**src/rtl/clk_divider_prog.sv**
```systemverilog
// Programmable clock divider: registered clk_out with period D and high phase ceil(D/2).
// New divisors queue as pending and take effect only at a period boundary, so no runt phases.
module clk_divider_prog #(
   parameter int CNT_W     = 16,
   parameter int DIV_RESET = 2
) (
   input  logic             clk_in,
   input  logic             rst,
   input  logic             en,
   input  logic             load,
   input  logic [CNT_W-1:0] div_val,
   output logic             clk_out,
   output logic             tick,
   output logic             pending,
   output logic             err,
   output logic [CNT_W-1:0] div_active
);

   if (CNT_W < 2 || DIV_RESET < 2 ||
       (CNT_W < 32 && longint'(DIV_RESET) > (longint'(1) << CNT_W) - 1)) begin : g_bad_param
      $error("clk_divider_prog: CNT_W must be >= 2 and DIV_RESET in 2..2^CNT_W-1");
   end

   localparam logic [CNT_W-1:0] L_DIV_RST = CNT_W'(DIV_RESET);

   logic [CNT_W-1:0] r_cnt;
   logic [CNT_W-1:0] r_div;
   logic [CNT_W-1:0] r_pend_div;
   logic             r_pending;
   logic             r_err;
   logic             r_clk_out;
   logic             r_tick;

   logic [CNT_W-1:0] w_half;
   logic [CNT_W-1:0] w_last;
   logic [CNT_W-1:0] w_cnt_inc;
   logic             w_wrap;
   logic             w_load_ok;

   // D - (D>>1) is ceil(D/2) without the D+1 overflow at D = 2^CNT_W-1.
   assign w_half    = r_div - (r_div >> 1);
   assign w_last    = r_div - CNT_W'(1);
   assign w_cnt_inc = r_cnt + CNT_W'(1);
   assign w_wrap    = (r_cnt == w_last);
   assign w_load_ok = (div_val >= CNT_W'(2));

   always_ff @(posedge clk_in) begin
      if (rst) begin
         r_div      <= L_DIV_RST;
         r_cnt      <= L_DIV_RST - CNT_W'(1);
         r_pend_div <= L_DIV_RST;
         r_pending  <= 1'b0;
         r_err      <= 1'b0;
         r_clk_out  <= 1'b0;
         r_tick     <= 1'b0;
      end else begin
         if (en) begin
            if (w_wrap) begin
               r_cnt     <= '0;
               r_clk_out <= 1'b1;
               r_tick    <= 1'b1;
               if (r_pending) begin
                  r_div     <= r_pend_div;
                  r_pending <= 1'b0;
               end
            end else begin
               r_cnt     <= w_cnt_inc;
               r_clk_out <= (w_cnt_inc < w_half);
               r_tick    <= 1'b0;
            end
         end else begin
            // Parked at D-1 so the first enabled edge is a rising wrap.
            r_clk_out <= 1'b0;
            r_tick    <= 1'b0;
            if (r_pending) begin
               r_div     <= r_pend_div;
               r_cnt     <= r_pend_div - CNT_W'(1);
               r_pending <= 1'b0;
            end else begin
               r_cnt <= w_last;
            end
         end
         // Placed last: a load on a consuming edge re-arms pending with the new value.
         if (load) begin
            if (w_load_ok) begin
               r_pend_div <= div_val;
               r_pending  <= 1'b1;
               r_err      <= 1'b0;
            end else begin
               r_err <= 1'b1;
            end
         end
      end
   end

   assign clk_out    = r_clk_out;
   assign tick       = r_tick;
   assign pending    = r_pending;
   assign err        = r_err;
   assign div_active = r_div;

endmodule

```
**config.mk**
```make
export PLATFORM = sky130hd
export DESIGN_NAME = clk_divider_prog
export DESIGN_NICKNAME = d
export VERILOG_FILES = /design/src/rtl/clk_divider_prog.sv
export SDC_FILE = /design/constraint.sdc
export NUM_CORES = 1
export LEC_CHECK = 0
export BUFFER_PORTS_ARGS = -buffer_cell sky130_fd_sc_hd__buf_2
export CAP_MARGIN = 10
export CORE_MARGIN = 2
export CORE_UTILIZATION = 50
export CTS_BUF_LIST = sky130_fd_sc_hd__clkbuf_4
export CTS_CLUSTER_SIZE = 12
export DETAILED_ROUTE_END_ITERATION = 10
export PLACE_DENSITY = 0.77
export SLEW_MARGIN = 20
export SYNTH_ARGS = -nofsm -noshare
export SYNTH_HDL_FRONTEND = slang
export SYNTH_SLANG_ARGS = --single-unit
```
**constraint.sdc**
```tcl
create_clock -name clk_in -period 3.8 [get_ports clk_in]
set_input_delay 0.19 -clock clk_in [delete_from_list [all_inputs] [get_ports clk_in]]
set_output_delay 0.19 -clock clk_in [all_outputs]
set_load 0.01 [all_outputs]
```
==> results of run 1 <==
[through the flow]
stage	area (µm²)	std cells	power, µW	hold slack [ps]
after floorplan	4780	593	1100	326
after global placement	5120	745	1240	427
after detailed placement	5120	745	1260	434
after CTS	5210	753	1610	12.9
after global routing	5210	753	1710	26.1
final	5210	753	1620	10.5
[synthesized netlist by cell type (all sizes together) (3+ instances only)]
master,instances
nand3,12
xor2,15
inv,30
nor2b,11
o2bb2ai,3
nor2,56
or4,6
xnor3,3
a31oi,3
nand2b,9
or3,8
o211ai,13
o21ai,9
o21bai,6
ha,50
xnor2,52
a221oi,4
nor4,11
and3,4
o2111ai,3
dfxtp,52
nand3b,12
clkbuf,27
nand4,7
buf,5
nor3,15
a21boi,3
a2bb2oi,4
o22ai,3
o21a,3
o211a,3
mux2i,23
a21oi,32
nor3b,4
nand2,55
a211o,4
[final timing paths]
check	endpoint	slack (ps)	cells past startpoint
setup / recovery	div_active[1]$_SDFFE_PP1P_	240	10
setup reg to reg	div_active[1]$_SDFFE_PP1P_	240	10
hold reg to reg	r_pend_div[6]$_SDFFE_PP0P_	520	2
hold / removal	r_pend_div[0]$_SDFFE_PP0P_	10	3
[registers in the layout (all words and copies together), names as in the netlist]
signal and count:
r_cnt 16, err 1, clk_out 1, tick 1, pending 1, r_pend_div 16
div_active 16
[power by group through the flow]
stage / registers, µW / logic (µW) / clock network [µW]
after global routing: 626 / 704 / 377
after detailed placement: 631 / 628 / 0
after floorplan: 615 / 489 / 0
after CTS: 619 / 632 / 363
final: 620 / 640 / 361
after global placement: 628 / 616 / 0
[per-layer routing]
| layer | track usage, % | vias to the layer above | share of wire [%] |
|---|---|---|---|
| met4 | 6.55 | 0 | 2.7 |
| met3 | 2.55 | 28 | 6.9 |
| met2 | 43.5 | 215 | 45 |
| met1 | 39.2 | 2124 | 45 |
| li1 | - | 2157 | - |
| met5 | 0 | - | 0 |
[kinds of logic (layout without fill, tap and decap cells)]
kind of cell,after synthesis,count (layout),synth area share (%)
AO/OA/AOI/OAI,118,118,17.9
buffers and inverters,62,93,5.13
flip-flops,52,52,21.8
adder cells (fa/ha/maj),51,51,13.5
multiplexers,24,24,5.05
AND/OR/NAND/NOR,216,216,22.9
XOR/XNOR,70,70,13.7
[worst max-delay path, cell delays in order (launching register included)]
cell and delay (ps):
dfxtp_1 470, inv_1 120, ha_1 230, xnor2_1 380
o22ai_1 150, or4_1 530, or4_4 570, o41ai_4 320
buf_4 340, nor2_1 70, a211o_1 290
[cell type report]
cell class	instances	area share (%)
Inverter	30	2.16
Sequential cell	52	20.0
Multi-Input combinational cell	479	67.0
Timing Repair Buffer	55	6.05
Clock inverter	3	0.961
Clock buffer	5	0.721
Tap cell	129	3.10
==> flow_metrics.env, run 1 <==
export IMPL_status="complete, no violations"
export IMPL_synthesis_nets=664
export IMPL_coreArea_um2=9240
export IMPL_ys_warn_count=0
export IMPL_report_final_slew_viol_count=0
export IMPL_p_sw_share_pct=37.8
export IMPL_routed_wl_mm=13.4
export IMPL_dp_hpwl_mm=10.4
export IMPL_cts_root_buf="clkbuf_4"
export IMPL_ant_nets=0
export IMPL_ctsResizeCount=0
export IMPL_slew_limit_headroom_pct=35.5
export IMPL_ir_drop_mv=0.196
export IMPL_cts_hold_buf=0
export IMPL_cp_max_fo=17
export IMPL_drcViolationCount=0
export IMPL_drive_above_1_share_pct=11.4
export IMPL_ys_seq_area_share_pct=21.8
export IMPL_synth_area_leaders="dfxtp_1 22%, ha_1 13%, xnor2_1 9.5%"
export IMPL_comb_power_share_pct=39.5
export IMPL_synth_edff_count=0
export IMPL_pre_cts_slack_ps=320
export IMPL_synth_top_area_share_pct=21.8
export IMPL_clkLatencyLatePin_ps=410
export IMPL_fillers=883
export IMPL_clock_sinks=52
export IMPL_antenna_found_initial=0
export IMPL_drt_iter0_drc=439
export IMPL_yosys_area_top_type="dfxtp_1"
export IMPL_leakagePower_uw=0.00212
export IMPL_cp_startpoint="div_active[1]$_SDFFE_PP1P_"
export IMPL_p_int_uw=1010
export IMPL_area_growth_pct=9.04
export IMPL_endpoint_kind="flop"
export IMPL_skew_ps=21.3
export IMPL_multi_input_area_um2=3490
export IMPL_routabilityCongestion=1.05
export IMPL_max_cap_violations=0
export IMPL_min_from="div_val[0]"
export IMPL_rsz0062_at_grt="no"
export IMPL_netlist_area_um2=4780
export IMPL_grt_pass1_vias=4318
export IMPL_vias=4524
export IMPL_setup_slack_ps=237
export IMPL_cts_max_level=2
export IMPL_ios=40
export IMPL_num_rows=35
export IMPL_regToRegStartpoint="div_active[1]$_SDFFE_PP1P_"
export IMPL_critPathArrivalTime_ps=3880
export IMPL_syn_inst=593
export IMPL_grt_max_degree=53
export IMPL_hold_viol_final=0
export IMPL_diodes=0
export IMPL_final_cell_mix="56 x nor2_1, 55 x nand2_1, 52 x xnor2_1, 52 x dfxtp_1, 50 x ha_1"
export IMPL_grt_pass1_wl_mm=22.1
export IMPL_setup_viol=0
export IMPL_die_w_um=102
export IMPL_required_ps=4120
export IMPL_ys_seq_elements=52
export IMPL_die_area_um2=10400
export IMPL_cts_clk_slew_worst_paths_ps=180
export IMPL_yosys_cell_types_count=67
export IMPL_grt_usage_pct=27.1
export IMPL_post_route_period_util_pct=93.8
export IMPL_via_per_inst=6.01
export IMPL_io_buffers=39
export IMPL_numCtsBuffers=5
export IMPL_tns_ps=0
export IMPL_clkPwrFrac_pct=22.3
export IMPL_crit_type="flop to flop"
export IMPL_power_switching_uw=612
export IMPL_tritoncts="done"
export IMPL_fp_dieH_um=102
export IMPL_tightest_slew_ps=968
export IMPL_grt_overflow=0
export IMPL_timing_final_crit_period_ps=3560
export IMPL_post_synth_cell_area_avg_um2=8.06
export IMPL_synthFlopType="dfxtp_1"
export IMPL_power_density_nw_per_um2=311
export IMPL_max_freq_ghz=0.281
export IMPL_finalNetCount=694
export IMPL_async_flop_share_pct=0
export IMPL_wl_per_cell_um=17.8
export IMPL_hp_class="primary input to flop"
export IMPL_fin_util_pct=56.4
export IMPL_layout_commonest_cell="nor2_1"
export IMPL_clock_path_buffers=2
export IMPL_postCtsSetupBuffers=0
export IMPL_crit_path_start_kind="flop"
export IMPL_register_area_um2=1040
export IMPL_seq_power_share_pct=38.2
export IMPL_drtPass1Iterations=7
export IMPL_floorplan_initialDensity_pct=51.7
No activity file was read; power rests on OpenSTA's default activity.
==> inputs of run 2 (changes only) <==
--- a/config.mk
+++ b/config.mk
@@ -6,7 +6,6 @@
 export NUM_CORES = 1
 export LEC_CHECK = 0
 export BUFFER_PORTS_ARGS = -buffer_cell sky130_fd_sc_hd__buf_2
-export CAP_MARGIN = 10
 export CORE_MARGIN = 2
 export CORE_UTILIZATION = 50
 export CTS_BUF_LIST = sky130_fd_sc_hd__clkbuf_4
==> constraint.sdc (replaced) <==
create_clock -name clk_in -period 4.6 [get_ports clk_in]
set_input_delay 0.23 -clock clk_in [delete_from_list [all_inputs] [get_ports clk_in]]
set_output_delay 0.23 -clock clk_in [all_outputs]
set_load 0.01 [all_outputs]
==> run 2 against run 1 <==
Against the previous run:
- cell area shrank 2.2%
- clock power shrank 35%
- critical path type unchanged
- routed wire length shrank 5.9%
- largest power group unchanged
- die area is the same
- core utilization shrank 1.2 points
==> flow_metrics.env, run 2 (synthesized netlist as in run 1, its figures left out) <==
export IMPL_postCtsSetupBuffers=0
export IMPL_max_cap_violations=0
export IMPL_num_rows=35
export IMPL_slowest_delay_ps=590
export IMPL_timing_final_crit_period_ps=3650
export IMPL_via_per_inst=5.87
export IMPL_hp_class="primary input to flop"
export IMPL_ir_drop_mv=0.166
export IMPL_ctsResizeCount=0
export IMPL_power_density_nw_per_um2=249
export IMPL_diodes=0
export IMPL_seq_power_share_pct=40.6
export IMPL_hold_viol_final=0
export IMPL_die_w_um=102
export IMPL_max_freq_ghz=0.274
export IMPL_grt_usage_pct=25.4
export IMPL_tightest_slew_ps=965
export IMPL_leakagePower_uw=0.00205
export IMPL_clock_path_buffers=2
export IMPL_clock_sinks=52
export IMPL_grt_pass1_vias=4106
export IMPL_cts_max_level=2
export IMPL_cts_hold_buf=0
export IMPL_drt_iter0_drc=320
export IMPL_routed_wl_mm=12.6
export IMPL_wl_per_cell_um=17.0
export IMPL_io_buffers=39
export IMPL_crit_path_start_kind="flop"
export IMPL_comb_power_share_pct=40.7
export IMPL_report_final_slew_viol_count=0
export IMPL_antenna_found_initial=0
export IMPL_path_cells="inv_1, ha_1, xnor2_1, o22ai_1, or4_1, or4_4, o41ai_4, buf_4, nor2_1, a211o_1"
export IMPL_numCtsBuffers=5
export IMPL_p_int_uw=773
export IMPL_finalNetCount=682
export IMPL_area_growth_pct=6.65
export IMPL_floorplan_initialDensity_pct=51.7
export IMPL_fp_dieH_um=102
export IMPL_skew_ps=34.0
export IMPL_finalNonFillerCells=741
export IMPL_ant_nets=0
export IMPL_crit_type="flop to flop"
export IMPL_final_cell_mix="56 x nor2_1, 55 x nand2_1, 52 x xnor2_1, 52 x dfxtp_1, 50 x ha_1"
export IMPL_tns_ps=0
export IMPL_clkLatencyLatePin_ps=400
export IMPL_critPathArrivalTime_ps=3930
export IMPL_r2r_slack_ps=950
export IMPL_die_area_um2=10400
export IMPL_grt_pass1_wl_mm=20.8
export IMPL_slew_limit_headroom_pct=35.6
export IMPL_routabilityCongestion=0.983
export IMPL_required_ps=4880
export IMPL_drtPass1Iterations=5
export IMPL_cts_root_buf="clkbuf_4"
export IMPL_power_switching_uw=493
export IMPL_vias=4350
export IMPL_dp_hpwl_mm=9.77
export IMPL_endpoint_kind="flop"
export IMPL_drive_above_1_share_pct=9.64
export IMPL_p_sw_share_pct=39.0
export IMPL_coreArea_um2=9240
export IMPL_cts_clk_slew_worst_paths_ps=170
export IMPL_tritoncts="done"
export IMPL_rsz0062_at_grt="no"
export IMPL_status="complete, no violations"
export IMPL_layout_commonest_cell="nor2_1"
export IMPL_place_inst=733
export IMPL_clkPwrFrac_pct=18.7
export IMPL_grt_max_degree=53
export IMPL_post_route_period_util_pct=79.4
export IMPL_ios=40
export IMPL_setup_viol=0
export IMPL_grt_overflow=0
export IMPL_cp_max_fo=17
export IMPL_drcViolationCount=0
export IMPL_fillers=867
export IMPL_crit_slowest_cell="or4_4"
-- run 2: critical path: cells and delay by family (launching register included) --
family                     cells  cell delay, ps
AOI/OAI and AO/OA              3             740
xor gates and xnor gates       1             390
adders and majority gates      1             250
buffers and inverters          2             440
DFF                            1             540
and+or+nand+nor                3            1190
-- run 2: stage by stage --
| stage | util (%) | hold slack (ps) | cell area (µm²) | total power, µW | setup WS [ps] |
|---|---|---|---|---|---|
| finish | 55.1 | 66.7 | 5090 | 1270 | 948 |
| global route | 55.1 | 70.0 | 5090 | 1350 | 555 |
| CTS | 55.1 | 59.1 | 5090 | 1270 | 951 |
| detailed placement | 54.4 | 469 | 5030 | 1030 | 983 |
| global placement | 54.4 | 463 | 5030 | 1020 | 1140 |
| floorplan | - | 366 | 4780 | 912 | 1130 |
-- run 2: layer usage --
metal	vias to the layer above	share of wire [%]	GRT usage [%]
met5	-	0	0
met4	0	1.7	6.34
met3	16	5.2	2.42
met2	145	46	41.6
met1	2044	47	35.8
li1	2145	-	-
-- run 2: cell type report --
class                      instances  area [µm²]  area share, %
multi-input combinational        479        3490           68.5
inverter                          30         113           2.21
tap                              129         161           3.17
clock inverter                     3        26.3          0.516
clock buffer                       5        37.5          0.737
timing repair buffer              43         225           4.42
sequential                        52        1040           20.4
-- run 2: worst paths after layout --
path,startpoint,to,cells past startpoint
max reg2reg,div_active[0]$_SDFFE_PP0P_,div_active[1]$_SDFFE_PP1P_,10
min reg2reg,err$_SDFFE_PP0P_,err$_SDFFE_PP0P_,2
max,div_active[0]$_SDFFE_PP0P_,div_active[1]$_SDFFE_PP1P_,10
min,div_val[12],r_pend_div[12]$_SDFFE_PP0P_,3
-- run 2: power groups by stage --
stage | clock network (µW) | registers [µW] | logic, µW
global placement | 0 | 522 | 498
floorplan | 0 | 508 | 404
detailed placement | 0 | 523 | 506
CTS | 241 | 514 | 512
global route | 252 | 519 | 575
finish | 236 | 514 | 516
